<file path="src/rtl/instr_pkg.sv">
// rtl/instr_pkg.sv - shared state, opcode and button encodings for instruction entry
package instr_pkg;

  // Entry steps, S0..S6 as seen on the state output
  typedef enum logic [2:0] {
    S_IDLE = 3'd0,
    S_OP   = 3'd1,
    S_RD1  = 3'd2,
    S_RD2  = 3'd3,
    S_WR   = 3'd4,
    S_EXEC = 3'd5,
    S_DONE = 3'd6
  } entry_state_t;

  // Opcodes understood by the datapath; the entry controller never checks them
  localparam logic [3:0] OP_WRITE = 4'd1;
  localparam logic [3:0] OP_READ  = 4'd2;
  localparam logic [3:0] OP_AND   = 4'd5;
  localparam logic [3:0] OP_ADD   = 4'd10;
  localparam logic [3:0] OP_ADDI  = 4'd10;  // shares the ADD encoding
  localparam logic [3:0] OP_SUB   = 4'd11;
  localparam logic [3:0] OP_SLL   = 4'd14;

  // Button bit positions
  localparam int BTN_ADV  = 0;
  localparam int BTN_SHOW = 1;
  localparam int BTN_RST  = 3;

endpackage

</file>
<file path="src/rtl/btn_debounce.sv">
// rtl/btn_debounce.sv - per-button synchroniser, debounce filter (INSTR_ENTRY_DEBOUNCE_EN) and press pulse
module btn_debounce #(
  parameter int DB_CYCLES = 64,
  parameter int DB_W      = 7
) (
  input  logic clk_ref,
  input  logic rst_n,
  input  logic raw,
  output logic level,
  output logic pulse
);

  logic sync1, sync2;
  logic level_q, level_d;

  // two-flop synchroniser for the asynchronous pin
  always_ff @(posedge clk_ref or negedge rst_n) begin
    if (!rst_n) begin
      sync1 <= 1'b0;
      sync2 <= 1'b0;
    end else begin
      sync1 <= raw;
      sync2 <= sync1;
    end
  end

`ifdef INSTR_ENTRY_DEBOUNCE_EN
  localparam logic [DB_W-1:0] CNT_LAST = DB_W'(DB_CYCLES - 1);
  logic [DB_W-1:0] cnt;

  // accept the new level once DB_CYCLES consecutive samples disagree with the old one
  always_ff @(posedge clk_ref or negedge rst_n) begin
    if (!rst_n) begin
      cnt     <= '0;
      level_q <= 1'b0;
    end else if (sync2 == level_q) begin
      cnt <= '0;
    end else if (cnt == CNT_LAST) begin
      cnt     <= '0;
      level_q <= sync2;
    end else begin
      cnt <= cnt + 1'b1;
    end
  end
`else
  logic unused_db_cfg;
  assign unused_db_cfg = (DB_CYCLES > 0) ^ (DB_W > 0);
  assign level_q = sync2;
`endif

  // registered rising-edge detect: one pulse per accepted press
  always_ff @(posedge clk_ref or negedge rst_n) begin
    if (!rst_n) begin
      level_d <= 1'b0;
      pulse   <= 1'b0;
    end else begin
      level_d <= level_q;
      pulse   <= level_q & ~level_d;
    end
  end

  assign level = level_q;

endmodule

</file>
<file path="src/rtl/instr_entry_ctrl.sv">
// rtl/instr_entry_ctrl.sv - button-driven instruction entry FSM; debounce via INSTR_ENTRY_DEBOUNCE_EN
import instr_pkg::*;

module instr_entry_ctrl #(
  parameter int DB_CYCLES = 64,
  parameter int DB_W      = 7
) (
  input  logic       clk_ref,
  input  logic       rst_n,
  input  logic [3:0] sw,
  input  logic [3:0] btn,
  input  logic       exec_ack,
  output logic [2:0] state,
  output logic [3:0] op,
  output logic [3:0] rd1,
  output logic [3:0] rd2,
  output logic [3:0] wr,
  output logic       exec_req,
  output logic       done,
  output logic       disp_sel
);

  logic [3:0] pulse;
  logic [3:0] level;

  for (genvar i = 0; i < 4; i++) begin : g_btn
    btn_debounce #(
      .DB_CYCLES(DB_CYCLES),
      .DB_W     (DB_W)
    ) u_db (
      .clk_ref(clk_ref),
      .rst_n  (rst_n),
      .raw    (btn[i]),
      .level  (level[i]),
      .pulse  (pulse[i])
    );
  end

  // the show press only matters as a held level, and btn[2] has no function
  logic unused_btn;
  assign unused_btn = ^{pulse[BTN_SHOW], pulse[2], level[3:2], level[BTN_ADV]};

  entry_state_t cur, nxt;
  logic         ack_seen, ack_seen_nxt;
  logic [3:0]   op_nxt, rd1_nxt, rd2_nxt, wr_nxt;
  logic         adv;

  assign adv = pulse[BTN_ADV];

  // state, ack flag and instruction field registers
  always_ff @(posedge clk_ref or negedge rst_n) begin
    if (!rst_n) begin
      cur      <= S_IDLE;
      ack_seen <= 1'b0;
      op       <= '0;
      rd1      <= '0;
      rd2      <= '0;
      wr       <= '0;
    end else begin
      cur      <= nxt;
      ack_seen <= ack_seen_nxt;
      op       <= op_nxt;
      rd1      <= rd1_nxt;
      rd2      <= rd2_nxt;
      wr       <= wr_nxt;
    end
  end

  // next step, field capture on the advance out of each field's own step, and outputs
  always_comb begin
    nxt          = cur;
    ack_seen_nxt = ack_seen;
    op_nxt       = op;
    rd1_nxt      = rd1;
    rd2_nxt      = rd2;
    wr_nxt       = wr;
    state        = cur;
    exec_req     = (cur == S_EXEC) && !ack_seen;
    done         = (cur == S_DONE);
    disp_sel     = (cur == S_DONE) && level[BTN_SHOW];
    if (pulse[BTN_RST]) begin
      nxt          = S_IDLE;
      ack_seen_nxt = 1'b0;
    end else begin
      case (cur)
        S_IDLE: if (adv) nxt = S_OP;
        S_OP:   if (adv) begin op_nxt  = sw; nxt = S_RD1; end
        S_RD1:  if (adv) begin rd1_nxt = sw; nxt = S_RD2; end
        S_RD2:  if (adv) begin rd2_nxt = sw; nxt = S_WR;  end
        S_WR: begin
          if (adv) begin
            wr_nxt       = sw;
            nxt          = S_EXEC;
            ack_seen_nxt = 1'b0;
          end
        end
        S_EXEC: begin
          if (exec_ack) ack_seen_nxt = 1'b1;
          if (adv && ack_seen) begin
            nxt          = S_DONE;
            ack_seen_nxt = 1'b0;
          end
        end
        S_DONE: nxt = S_DONE;
        default: nxt = S_IDLE;
      endcase
    end
  end

endmodule
</file>
<file path="config.mk">
export PLATFORM = sky130hd
export DESIGN_NAME = instr_entry_ctrl
export DESIGN_NICKNAME = d
export VERILOG_FILES = /design/src/rtl/instr_pkg.sv /design/src/rtl/btn_debounce.sv /design/src/rtl/instr_entry_ctrl.sv
export SDC_FILE = /design/constraint.sdc
export NUM_CORES = 1
export LEC_CHECK = 0
export BUFFER_PORTS_ARGS = -buffer_cell sky130_fd_sc_hd__clkbuf_2
export CORE_MARGIN = 8
export CORE_UTILIZATION = 54
export CTS_CLUSTER_DIAMETER = 60
export DETAILED_ROUTE_END_ITERATION = 10
export HOLD_SLACK_MARGIN = 0.06
export PLACE_DENSITY_LB_ADDON = 0.15
export SYNTH_ARGS = -nofsm -noshare
export SYNTH_HDL_FRONTEND = slang
export SYNTH_SLANG_ARGS = --single-unit
</file>
<file path="constraint.sdc">
create_clock -name clk_ref -period 2.65 [get_ports clk_ref]
set_input_delay 0.265 -clock clk_ref [delete_from_list [all_inputs] [get_ports clk_ref]]
set_output_delay 0.265 -clock clk_ref [all_outputs]
set_load 0.005 [all_outputs]
</file>
# [Word-level counts from Yosys, hierarchy flattened]
# Index checks and enable logic that the tools add are counted.
[op_classes] eq_ne=13 mux=13 n_reduce_logical=12 n_bitwise=5
[ops] op="$mux 3" count=7
[ops] op="$pmux 3 s7" count=1
[ops] op="$ne 3x1->1 const B" count=6
[ops] op="$reduce_and 3->1" count=5
[ops] op="$eq 3x3->1 const B" count=3
[ops] op="$eq 3x2->1 const B" count=2
[ops] op="$reduce_and 6->1" count=1
[ops] op="$mux 1" count=4
[ops] op="$ne 4x2->1 const B" count=1
[ops] op="$eq 3x1->1 const B" count=1
[ops] op="$logic_and 1x1->1" count=3
[ops] op="$logic_not 3->1" count=1
[ops] op="$not 1->1" count=3
[ops] op="$reduce_bool 3->1" count=1
[ops] op="$and 1x1->1" count=2
[ops] op="$pmux 1 s2" count=1
[ops] op="$logic_not 1->1" count=1
[totals] reg_bits=30 word_cells=59 out_inout_bits=22

# [Logic depth before layout (Yosys ltp)]
# Gate-level depths: netlist (run 1).
[logic_depth] word_depth=4 depth_mapped=6 ltp_nobuf=6

# [Cells and area by module]
# From an unflattened synthesis (run 1), not the netlist that was laid out.
[hier_totals] cells_unflattened=75 hier_area_um2=1203.7
[by_module_without_submodules] module="instr_entry_ctrl" area_each_um2=862.1 cells_per_inst=60 seq_area_each_um2=500.5 n_inst=1
[by_module_without_submodules] module="btn_debounce" area_each_um2=113.9 cells_per_inst=5 seq_area_each_um2=100.1 n_inst=3

# [Worst setup path before layout (run 1)]
# OpenSTA, ideal clock, no wires.
[synth_path] kind="register to register" start="register cur[1], in the netlist state[1]" end="register cur[1], in the netlist state[1]" setup_ns=0.101 path_stages_with_launch=7 t_arrival_ns=1.486 setup_slack_ns=1.064 path_cell_list="dfrtp_1 -> inv_1 -> ha_1 -> nor4_2 -> nor3_1 -> or2_1 -> o311ai_2"
[synth_via] elab_chain_len=3 elab_cells_between_ends=16 classes_between="eq/ne: 12; mux: 2; reduce/logical: 2"
[synth_rtl] element="start: declaration" line_no="instr_entry_ctrl.sv:43" source="entry_state_t cur, nxt;"
[synth_rtl] element="start signal: assignment" line_no="instr_entry_ctrl.sv:60" source="cur <= nxt;"
[synth_rtl] element="$eq 3x1->1 (tied with other cells)" line_no="instr_entry_ctrl.sv:85" source="case (cur)"
[synth_rtl] element="$ne 3x1->1 (no source line) / $pmux 3 s7 (equally long branches)"
[synth_rtl] element="$reduce_and 6->1 (no source line) / $mux 3 (equally long branches)"
# Parallel ways exist; a longest one is shown, timed or not.
# A chain may end at the register's enable or synchronous reset.

# [Final worst setup path (run 1)]
# Same ends and word-level chain as after synthesis.

==> results of run 1 <==
-- final timing paths --
check | end | slack (ns)
worst max-delay path | state[1] | 0.79
worst min register to register | g_btn[1].u_db.level | 0.36
max in group asynchronous | wr[3] | 1.68
worst min-delay path | rd1[1] | 0.19
min in group asynchronous | op[0] | 0.49
worst max register to register | state[1] | 0.79
-- critical path, delay by kind of cell (launching register included) --
| family | cells | cell delay, ns |
|---|---|---|
| AOI/OAI and AO/OA | 2 | 0.56 |
| adders and majority gates | 1 | 0.29 |
| buffers and inverters | 1 | 0.10 |
| DFF | 1 | 0.45 |
| and+or+nand+nor | 2 | 0.32 |
-- synthesized netlist by cell type, drive strengths merged --
cell and number:
nor2b 3, nand4 1, nand2 4, a211oi 2, and3 1, a21oi 3
dfrtp 30, o2111ai 1, ha 4, inv 4, mux2 16, nor3 1
o211ai 1, nor3b 3, o22ai 1, or2 1, o311ai 1, buf 1
o21ai 2, and2 1, nor2 4, nor4 1, nand3 1, and2b 2
-- report_power, final --
group / internal [uW] / switching (uW) / leakage, uW
combinational: 275 / 227 / 0.000341
clock: 199 / 163 / 0.0000385
sequential: 596 / 89.6 / 0.000370
total: 1070 / 480 / 0.000749
-- routing by layer --
metal | share of wire [%] | routed length [um]
met1 | 41 | 1070
met2 | 50 | 1300
met3 | 7.0 | 181
met4 | 2.0 | 51
met5 | 0 | 0
-- through the flow --
stage          std cells  cell area (um2)  hold slack, ns
2_1_floorplan         89             1260         -0.0306
5_1_grt              159             1560           0.186
3_3_place_gp         147             1440           0.337
4_1_cts              159             1560           0.183
6_report             159             1560           0.191
3_5_place_dp         147             1440           0.337
-- state kept, by name, indices dropped and copies added, names as in the netlist --
name                flops
g_btn.u_db.level        3
ack_seen                1
state                   3
g_btn.u_db.level_d      2
wr                      4
rd1                     4
op                      4
rd2                     4
g_btn.u_db.sync1        3
g_btn.u_db.pulse        2
-- cell families (layout without fill, tap and decap cells) --
logic type / Yosys count / count (layout)
multiplexers: 16 / 16
AO/OA/AOI/OAI: 11 / 11
buffers and inverters: 5 / 47
flip-flops: 30 / 30
adder cells (fa/ha/maj): 4 / 4
AND/OR/NAND/NOR: 23 / 23
-- layout make-up --
class	count	area, um2
Inverter	4	15.0
Clock buffer	6	41.3
Clock inverter	2	37.5
Multi-Input combinational cell	54	487
Tap cell	28	35.0
Timing Repair Buffer	35	195
Sequential cell	30	751
Fill cell	170	651
-- what timing repair did --
item / 4_1_cts / 5_1_grt
hold endpoints to repair: 33 / 0
buffers inserted: 0 / 0
hold buffers: 4 / 0
==> out/qor.yml, run 1 <==
outcome:
  run_status: "finished, final reports clean"
synthesis:
  synthXorXnorAreaFrac_pct: 0
  synth_fa_ha_area_share_pct: 3.97
  ys_seq_area_share_pct: 59.6
  synth_top_family_by_area: "multiplexers"
  synth_cell_types: 25
  synth_mux_area_share_pct: 14.3
  avgSynthCellArea_um2: 14.2
  synthTopCellsByArea: "dfrtp_1 60%, mux2_2 14%, nor3b_4 4.5%"
  yosysWarnings: 0
  synth_nets: 104
  synth_cells: 89
  synth_top_area_share_pct: 59.6
  synth_compound_area_share_pct: 6.26
  ys_ff_latch: 30
  yosysTopAreaCell: "dfrtp_1"
  synth_area_um2: 1260
  yosys.area_share.simple_pct: 14.1
layout:
  area_growth_pct: 23.9
  nets: 145
  drive_gt1_share_pct: 47.3
  layout_commonest_cell: "clkbuf_2"
  utilization_pct: 70.6
  final_cell_mix: "31 x clkbuf_2, 30 x dfrtp_1, 16 x mux2_2"
  diodes: 0
sta:
  post-route-min-period_ns: 1.86
  fin_skew_ns: 0.0208
  clock.fmax_ghz: 0.538
  final.period_utilization_pct: 70.1
  timing_hold_violations_final: 0
  rsz0062_at_grt: "false"
  worst_slew_pin_slew_ns: 0.717
  slew_viol_final: 0
  tns_ns: 0
  setup_viol: 0
  maxSlewHeadroom_pct: 52.2
  setup_slack_ns: 0.792
critical_path:
  crit_fanout: 6
  r2r_start: "state[1]"
  start_kind: "register"
  cpPeakStageDelay_ns: 0.48
  cp_slowest_cell: "a211oi_1"
  reg2reg_depth: 6
  cp.arrival_ns: 2.07
  critical_path_class: "register to register"
  worstSetupStartpoint: "state[1]"
  required_ns: 2.86
  cp-end-kind: "register"
  crit_chain: "inv_1, ha_1, nand2_1, a211oi_1, or2_1, o311ai_2"
die:
  core.rowCount: 17
  die_area_um2: 4140
  pin_count: 33
  die_h_um: 64.3
  fp.coreArea_um2: 2210
  die_w_um: 64.3
  initial_core_util_pct: 57.0
global_route:
  grt.busiest_layer: "met2"
  antenna_found_initial: 0
  grt_use_met3_pct: 7.14
  met1_usage_pct: 15.4
  grt_pass1_vias: 915
  grt_pass1_wl_mm: 4.45
  grt_max_degree: 31
  gr-usage-met2_pct: 22.9
  grt-ovfl-total: 0
  grt.total_usage_pct: 14.2
power:
  leakagePower_uw: 0.000749
  power_uw: 1550
  vdd_drop_max_uv: 885
  pwr_density_cell_nw_per_um2: 992
clock_tree:
  cts_tree: "yes"
  cts.repair.resized: 0
  cts-root-buf: "clkbuf_4"
  clk_latency_ns: 0.34
  htreeDepth: 2
  clock-sinks: 30
  cts_made_buffers: 5
  clk_pin_slew_worst_paths_ns: 0.11
  clockBufferDepth: 2
placed_design:
  portBuffers: 31
  dp_worst_setup_slack_ns: 0.837
  gp_congestion: 0.800
  dpl.hpwl_mm: 1.88
drt:
  wire_per_inst_um: 16.4
  drt-initial-drc-count: 23
  postRouteAntennaNets: 0
  first_pass_iters: 4
  viasPerCell: 5.28
  vias: 839
  wl_mm: 2.60
  drc_errors: 0
job:
  maxCapViolCount: 0
hold_path:
  hp-class: "primary input to register"
  holdPathStages: 2
  holdCritStartpoint: "sw[1]"
(Power assumes the default switching activity.)
==> run 2: changes to the inputs <==
Settings changed: CORE_UTILIZATION 54 to 51.
Clock period 2.65 ns to 1.9 ns, I/O delays scaled along.
==> out/qor.yml, run 2 (synthesis results as in run 1) <==
die:
  die_area_um2: 4320  # was 4140 um2
  core.rowCount: 18  # was 17
  die_w_um: 65.7  # was 64.3 um
  initial_core_util_pct: 52.3  # was 57.0%
  die_h_um: 65.7  # was 64.3 um
  pin_count: 33  # unchanged
  fp.coreArea_um2: 2410  # was 2210 um2
layout:
  area_growth_pct: 24.5  # was 23.9%
  fin_cells: 163  # was 159
  drive_gt1_share_pct: 49.6  # was 47.3%
  layout_commonest_cell: "clkbuf_2"  # unchanged
  final_cell_mix: "31 x clkbuf_2, 30 x dfrtp_1, 16 x mux2_2"  # unchanged
  utilization_pct: 65.1  # was 70.6%
  nets: 147  # was 145
  diodes: 0  # unchanged
sta:
  worst_slew_pin_slew_ns: 0.716  # was 0.717 ns
  post-route-min-period_ns: 1.69  # was 1.86 ns
  final.period_utilization_pct: 89.1  # was 70.1%
  timing_hold_violations_final: 0  # unchanged
  fin_skew_ns: 0.0135  # was 0.0208 ns
  rsz0062_at_grt: "false"  # unchanged
  setup_viol: 0  # unchanged
  clock.fmax_ghz: 0.590  # was 0.538 GHz
  tns_ns: 0  # unchanged
  slew_viol_final: 0  # unchanged
  maxSlewHeadroom_pct: 52.2  # about the same
  setup_slack_ns: 0.206  # was 0.792 ns
clock_tree:
  cts-root-buf: "clkbuf_4"  # unchanged
  cts_made_buffers: 5  # unchanged
  htreeDepth: 2  # unchanged
  cts_tree: "yes"  # unchanged
  clock-sinks: 30  # unchanged
  clk_pin_slew_worst_paths_ns: 0.10  # was 0.11 ns
  clockBufferDepth: 2  # unchanged
  post_cts_buffers: 0  # unchanged
  clk_latency_ns: 0.32  # was 0.34 ns
critical_path:
  r2r_start: "state[0]"  # was state[1]
  required_ns: 2.11  # was 2.86 ns
  rr_endpoint: "state[0]"  # was state[1]
  reg2reg_depth: 6  # unchanged
  cp-end-kind: "register"  # unchanged
  critical_path_class: "register to register"  # unchanged
  reg2reg_setup_slack_ns: 0.21  # was 0.79 ns
  cp.arrival_ns: 1.90  # was 2.07 ns
  crit_fanout: 6  # unchanged
  start_kind: "register"  # unchanged
hold_path:
  holdPathStages: 2  # unchanged
  holdCritStartpoint: "sw[3]"  # was sw[1]
  hold_end: "op[3]"  # was rd1[1]
  hp-class: "primary input to register"  # unchanged
placed_design:
  dpl.hpwl_mm: 1.76  # was 1.88 mm
  gp_congestion: 0.796  # was 0.800
  dp_worst_setup_slack_ns: 0.189  # was 0.837 ns
  portBuffers: 31  # unchanged
  dp.cells: 151  # was 147
power:
  intPower_uw: 1400  # was 1070 uW
  pwr_density_cell_nw_per_um2: 1300  # was 992 nW/um2
  combPwrFrac_pct: 34.8  # was 32.4%
  vdd_drop_max_uv: 905  # was 885 uV
  power.switching_uw: 637  # was 480 uW
  p_seq_share_pct: 45.8  # was 44.2%
  power_frac_clock_pct: 19.4  # was 23.4%
  power_uw: 2040  # was 1550 uW
  p_sw_share_pct: 31.2  # was 31.0%
  leakagePower_uw: 0.000757  # was 0.000749 uW
global_route:
  grt_max_degree: 31  # unchanged
  grt_pass1_wl_mm: 4.15  # was 4.45 mm
  grt_pass1_vias: 878  # was 915
  grt-ovfl-total: 0  # unchanged
  antenna_found_initial: 0  # unchanged
  grt.total_usage_pct: 12.8  # was 14.2%
drt:
  viasPerCell: 5.12  # was 5.28
  wire_per_inst_um: 14.5  # was 16.4 um
  drt-initial-drc-count: 24  # was 23
  wl_mm: 2.36  # was 2.60 mm
  first_pass_iters: 4  # unchanged
  postRouteAntennaNets: 0  # unchanged
  vias: 835  # was 839
  drc_errors: 0  # unchanged
job:
  maxCapViolCount: 0  # unchanged
outcome:
  run_status: "finished, final reports clean"  # unchanged
==> run 2: power by group through the flow <==
stage	Combinational [uW]	Sequential (uW)	Clock, uW
floorplan	399	962	0
global placement	703	940	0
detailed placement	720	951	0
CTS	728	938	417
global route	795	970	451
finish	711	934	395
==> run 2: worst max path at each step <==
| stage | startpoint | endpoint | slack [ns] | cells after the start |
|---|---|---|---|---|
| after global placement | state[1] | state[0] | 0.23 | 6 |
| final | state[0] | state[0] | 0.21 | 6 |
| after floorplan | state[1] | state[1] | 0.31 | 6 |
| after global routing | state[0] | state[0] | 0.04 | 6 |
| after CTS | state[1] | state[0] | 0.17 | 6 |
| after detailed placement | state[1] | state[0] | 0.19 | 6 |
==> run 2: what timing repair did <==
item                       CTS  global route
setup endpoints to repair    0             1
resized for setup            0             1
hold endpoints to repair    33             0
hold buffers                 4             0
==> run 2: per-layer routing <==
metal | part of all wire, % | global-route usage, % | up-vias | wire length (um)
met5 | 0 | 0 | - | 0
met4 | 2.0 | 8.72 | 0 | 48
met3 | 7.3 | 5.61 | 5 | 173
met2 | 46 | 17.5 | 22 | 1090
met1 | 44 | 15.7 | 403 | 1050
li1 | - | - | 405 | -
==> run 2: cell type report <==
| type | count | area [um2] |
|---|---|---|
| clock buffer | 6 | 51.3 |
| fill | 183 | 841 |
| multi-input combinational | 54 | 492 |
| tap | 30 | 37.5 |
| clock inverter | 2 | 12.5 |
| sequential | 30 | 751 |
| inverter | 4 | 15.0 |
| timing repair buffer | 37 | 210 |
==> run 2: through the flow <==
| stage | area [um2] | hold WS, ns |
|---|---|---|
| final | 1570 | 0.142 |
| after global routing | 1570 | 0.119 |
| after CTS | 1560 | 0.122 |
| after detailed placement | 1460 | 0.279 |
| after global placement | 1460 | 0.271 |
| after floorplan | 1260 | -0.106 |
==> run 2: critical path: stages, from the launching register on <==
cell and delay, ns:
dfrtp_1 0.42, inv_1 0.11, ha_1 0.27, and2b_2 0.25, nor3_1 0.23, or2_1 0.19, o22ai_1 0.10
==> run 3: changes to the inputs <==
Settings changed: ABC_AREA set to 1, CORE_UTILIZATION 51 to 50.
==> out/qor.yml, run 3 <==
die:
  die_w_um: 65.2  # was 65.7 um
  die_h_um: 65.2  # was 65.7 um
  initial_core_util_pct: 50.7  # was 52.3%
  die_area_um2: 4250  # was 4320 um2
  core.rowCount: 18  # unchanged
  pin_count: 33  # unchanged
  fp.coreArea_um2: 2390  # was 2410 um2
global_route:
  antenna_found_initial: 0  # unchanged
  grt_max_degree: 31  # unchanged
  grt-ovfl-total: 0  # unchanged
  grt_pass1_wl_mm: 4.48  # was 4.15 mm
  grt_pass1_vias: 1022  # was 878
  grt.total_usage_pct: 13.6  # was 12.8%
outcome:
  run_status: "finished, final reports clean"  # unchanged
sta:
  rsz0062_at_grt: "false"  # unchanged
  tns_ns: 0  # unchanged
  post-route-min-period_ns: 1.56  # was 1.69 ns
  slew_viol_final: 0  # unchanged
  maxSlewHeadroom_pct: 52.5  # was 52.2%
  final.period_utilization_pct: 82.1  # was 89.1%
  fin_skew_ns: 0.0121  # was 0.0135 ns
  setup_viol: 0  # unchanged
  clock.fmax_ghz: 0.641  # was 0.590 GHz
  hold_ws_ns: 0.117  # was 0.142 ns
  timing_hold_violations_final: 0  # unchanged
  worst_slew_pin_slew_ns: 0.712  # was 0.716 ns
critical_path:
  start_kind: "register"  # unchanged
  crit_fanout: 5  # was 6
  critical_path_class: "register to output port"  # was register to register
  cp.arrival_ns: 1.37  # was 1.90 ns
  required_ns: 1.71  # was 2.11 ns
  r2r_start: "state[0]"  # unchanged
  worstSetupStartpoint: "state[1]"  # was state[0]
  cp-end-kind: "output port"  # was register
  reg2reg_depth: 10  # was 6
drt:
  postRouteAntennaNets: 0  # unchanged
  viasPerCell: 4.86  # was 5.12
  drc_errors: 0  # unchanged
  vias: 977  # was 835
  wire_per_inst_um: 12.5  # was 14.5 um
  wl_mm: 2.50  # was 2.36 mm
  first_pass_iters: 4  # unchanged
  drt-initial-drc-count: 20  # was 24
clock_tree:
  cts-root-buf: "clkbuf_4"  # unchanged
  clockBufferDepth: 2  # unchanged
  clk_latency_ns: 0.33  # was 0.32 ns
  htreeDepth: 2  # unchanged
  cts_made_buffers: 5  # unchanged
  cts_tree: "yes"  # unchanged
  clock-sinks: 30  # unchanged
  clk_pin_slew_worst_paths_ns: 0.10  # about the same
synthesis:
  yosysTopAreaCell: "dfrtp_1"  # unchanged
  synth_top_family_by_area: "simple AND/OR/NAND/NOR gates"  # was multiplexers
  synthXorXnorAreaFrac_pct: 0  # unchanged
  ys_top_cells_by_count: "30 x dfrtp_1, 30 x nand2_1, 20 x inv_1"  # was 30 x dfrtp_1, 16 x mux2_2, 4 x ha_1, 4 x inv_1, 4 x nor2_1
  synth_compound_area_share_pct: 8.99  # was 6.26%
  ys_ff_latch: 30  # unchanged
  synth_fa_ha_area_share_pct: 4.13  # was 3.97%
  synth_area_um2: 1210  # was 1260 um2
  synth_edf_count: 0  # unchanged
  synth_mux_area_share_pct: 0  # was 14.3%
  ys_seq_area_share_pct: 62.0  # was 59.6%
  yosysWarnings: 0  # unchanged
  yosys.area_share.simple_pct: 18.7  # was 14.1%
  synth_async_sr_flop_share_pct: 100  # unchanged
  synth_cells: 128  # was 89
  synthTopCellsByArea: "dfrtp_1 62%, nand2_1 9.3%, o21ai_0 7.4%"  # was dfrtp_1 60%, mux2_2 14%, nor3b_4 4.5%
  dominantRegCellSynth: "dfrtp_1"  # unchanged
  avgSynthCellArea_um2: 9.46  # was 14.2 um2
  synth_nets: 143  # was 104
  synth_cell_types: 13  # was 25
  synth_top_area_share_pct: 62.0  # was 59.6%
power:
  intPower_uw: 1340  # was 1400 uW
  p_sw_share_pct: 35.3  # was 31.2%
  combPwrFrac_pct: 33.5  # was 34.8%
  p_seq_share_pct: 47.5  # was 45.8%
  power_uw: 2080  # was 2040 uW
  pwr_density_cell_nw_per_um2: 1380  # was 1300 nW/um2
  vdd_drop_max_uv: 835  # was 905 uV
  power_frac_clock_pct: 19.0  # was 19.4%
  power.switching_uw: 733  # was 637 uW
  leakagePower_uw: 0.000842  # was 0.000757 uW
job:
  maxCapViolCount: 0  # unchanged
layout:
  final_cell_mix: "31 x clkbuf_2, 30 x nand2_1, 30 x dfrtp_1"  # was 31 x clkbuf_2, 30 x dfrtp_1, 16 x mux2_2
  area_growth_pct: 24.2  # was 24.5%
  utilization_pct: 63.0  # was 65.1%
  diodes: 0  # unchanged
  drive_gt1_share_pct: 25.7  # was 49.6%
  nets: 185  # was 147
  fin_cells: 201  # was 163
  layout_commonest_cell: "clkbuf_2"  # unchanged
placed_design:
  portBuffers: 31  # unchanged
  dpl.hpwl_mm: 1.83  # was 1.76 mm
  gp_congestion: 0.812  # was 0.796
  dp.cells: 189  # was 151
hold_path:
  hp-class: "primary input to register"  # unchanged
  holdCritStartpoint: "exec_ack"  # was sw[3]
  holdPathStages: 3  # was 2
-- run 3: cell count changes after synthesis, sizes merged, moves of 2 or more --
cell and change:
nor2b -3, nor2 +8, nand3 +5, inv +16, mux2 -16, and2b -2
a211oi -2, nor3b -3, nand2 +30, o21ai +17
-- run 3: critical path: stages (launching register included) --
cell and delay (ns):
dfrtp_1 0.44, inv_1 0.10, ha_1 0.20, nand2_2 0.09
nor2_1 0.10, clkbuf_2 0.12
-- run 3: final cells by class --
type / count / area (um2)
clock buffers: 7 / 55.1
clock inverters: 1 / 5.00
fillers: 230 / 883
inverters: 20 / 75.1
multi-input cells: 78 / 385
flip-flops and latches: 30 / 751
well taps: 30 / 37.5
repair buffers: 35 / 195
-- run 3: timing repair --
action,CTS,global route
hold buffers,4,0
endpoints found under the hold margin,33,0
buffers inserted,0,0
gates resized for setup,0,0
-- run 3: metrics by stage --
| step | setup slack (ns) | area, um2 |
|---|---|---|
| 3_3_place_gp | 0.505 | 1400 |
| 3_5_place_dp | 0.442 | 1400 |
| 6_report | 0.340 | 1500 |
| 2_1_floorplan | 0.573 | 1210 |
| 4_1_cts | 0.322 | 1500 |
| 5_1_grt | 0.224 | 1500 |
-- run 3: kinds of logic after synthesis --
family,Yosys count
AND/OR/NAND/NOR,53
adder cells (fa/ha/maj),4
buffers and inverters,20
AO/OA/AOI/OAI,21
flip-flops,30
-- run 3: power by group through the flow --
stage | clock network (uW) | logic (uW) | registers [uW]
after global placement | 0 | 681 | 985
after detailed placement | 0 | 706 | 996
after global routing | 442 | 818 | 1020
after floorplan | 0 | 369 | 999
final | 394 | 695 | 987
after CTS | 405 | 715 | 988
-- run 3: final timing paths --
path / end / slack [ns]
max reg2reg: state[1] / 0.41
max: exec_req / 0.34
min reg2reg: g_btn[0].u_db.level / 0.35
min in group asynchronous: g_btn[1].u_db.sync1 / 0.43
max in group asynchronous: rd2[0] / 1.00
min: ack_seen / 0.12
-- run 3: metal layers --
metal / part of all wire (%) / track usage (%) / vias up
li1: - / - / 484
met1: 45 / 15.1 / 455
met2: 46 / 22.1 / 32
met3: 7.2 / 6.12 / 6
met4: 1.8 / 5.72 / 0
met5: 0 / 0 / -
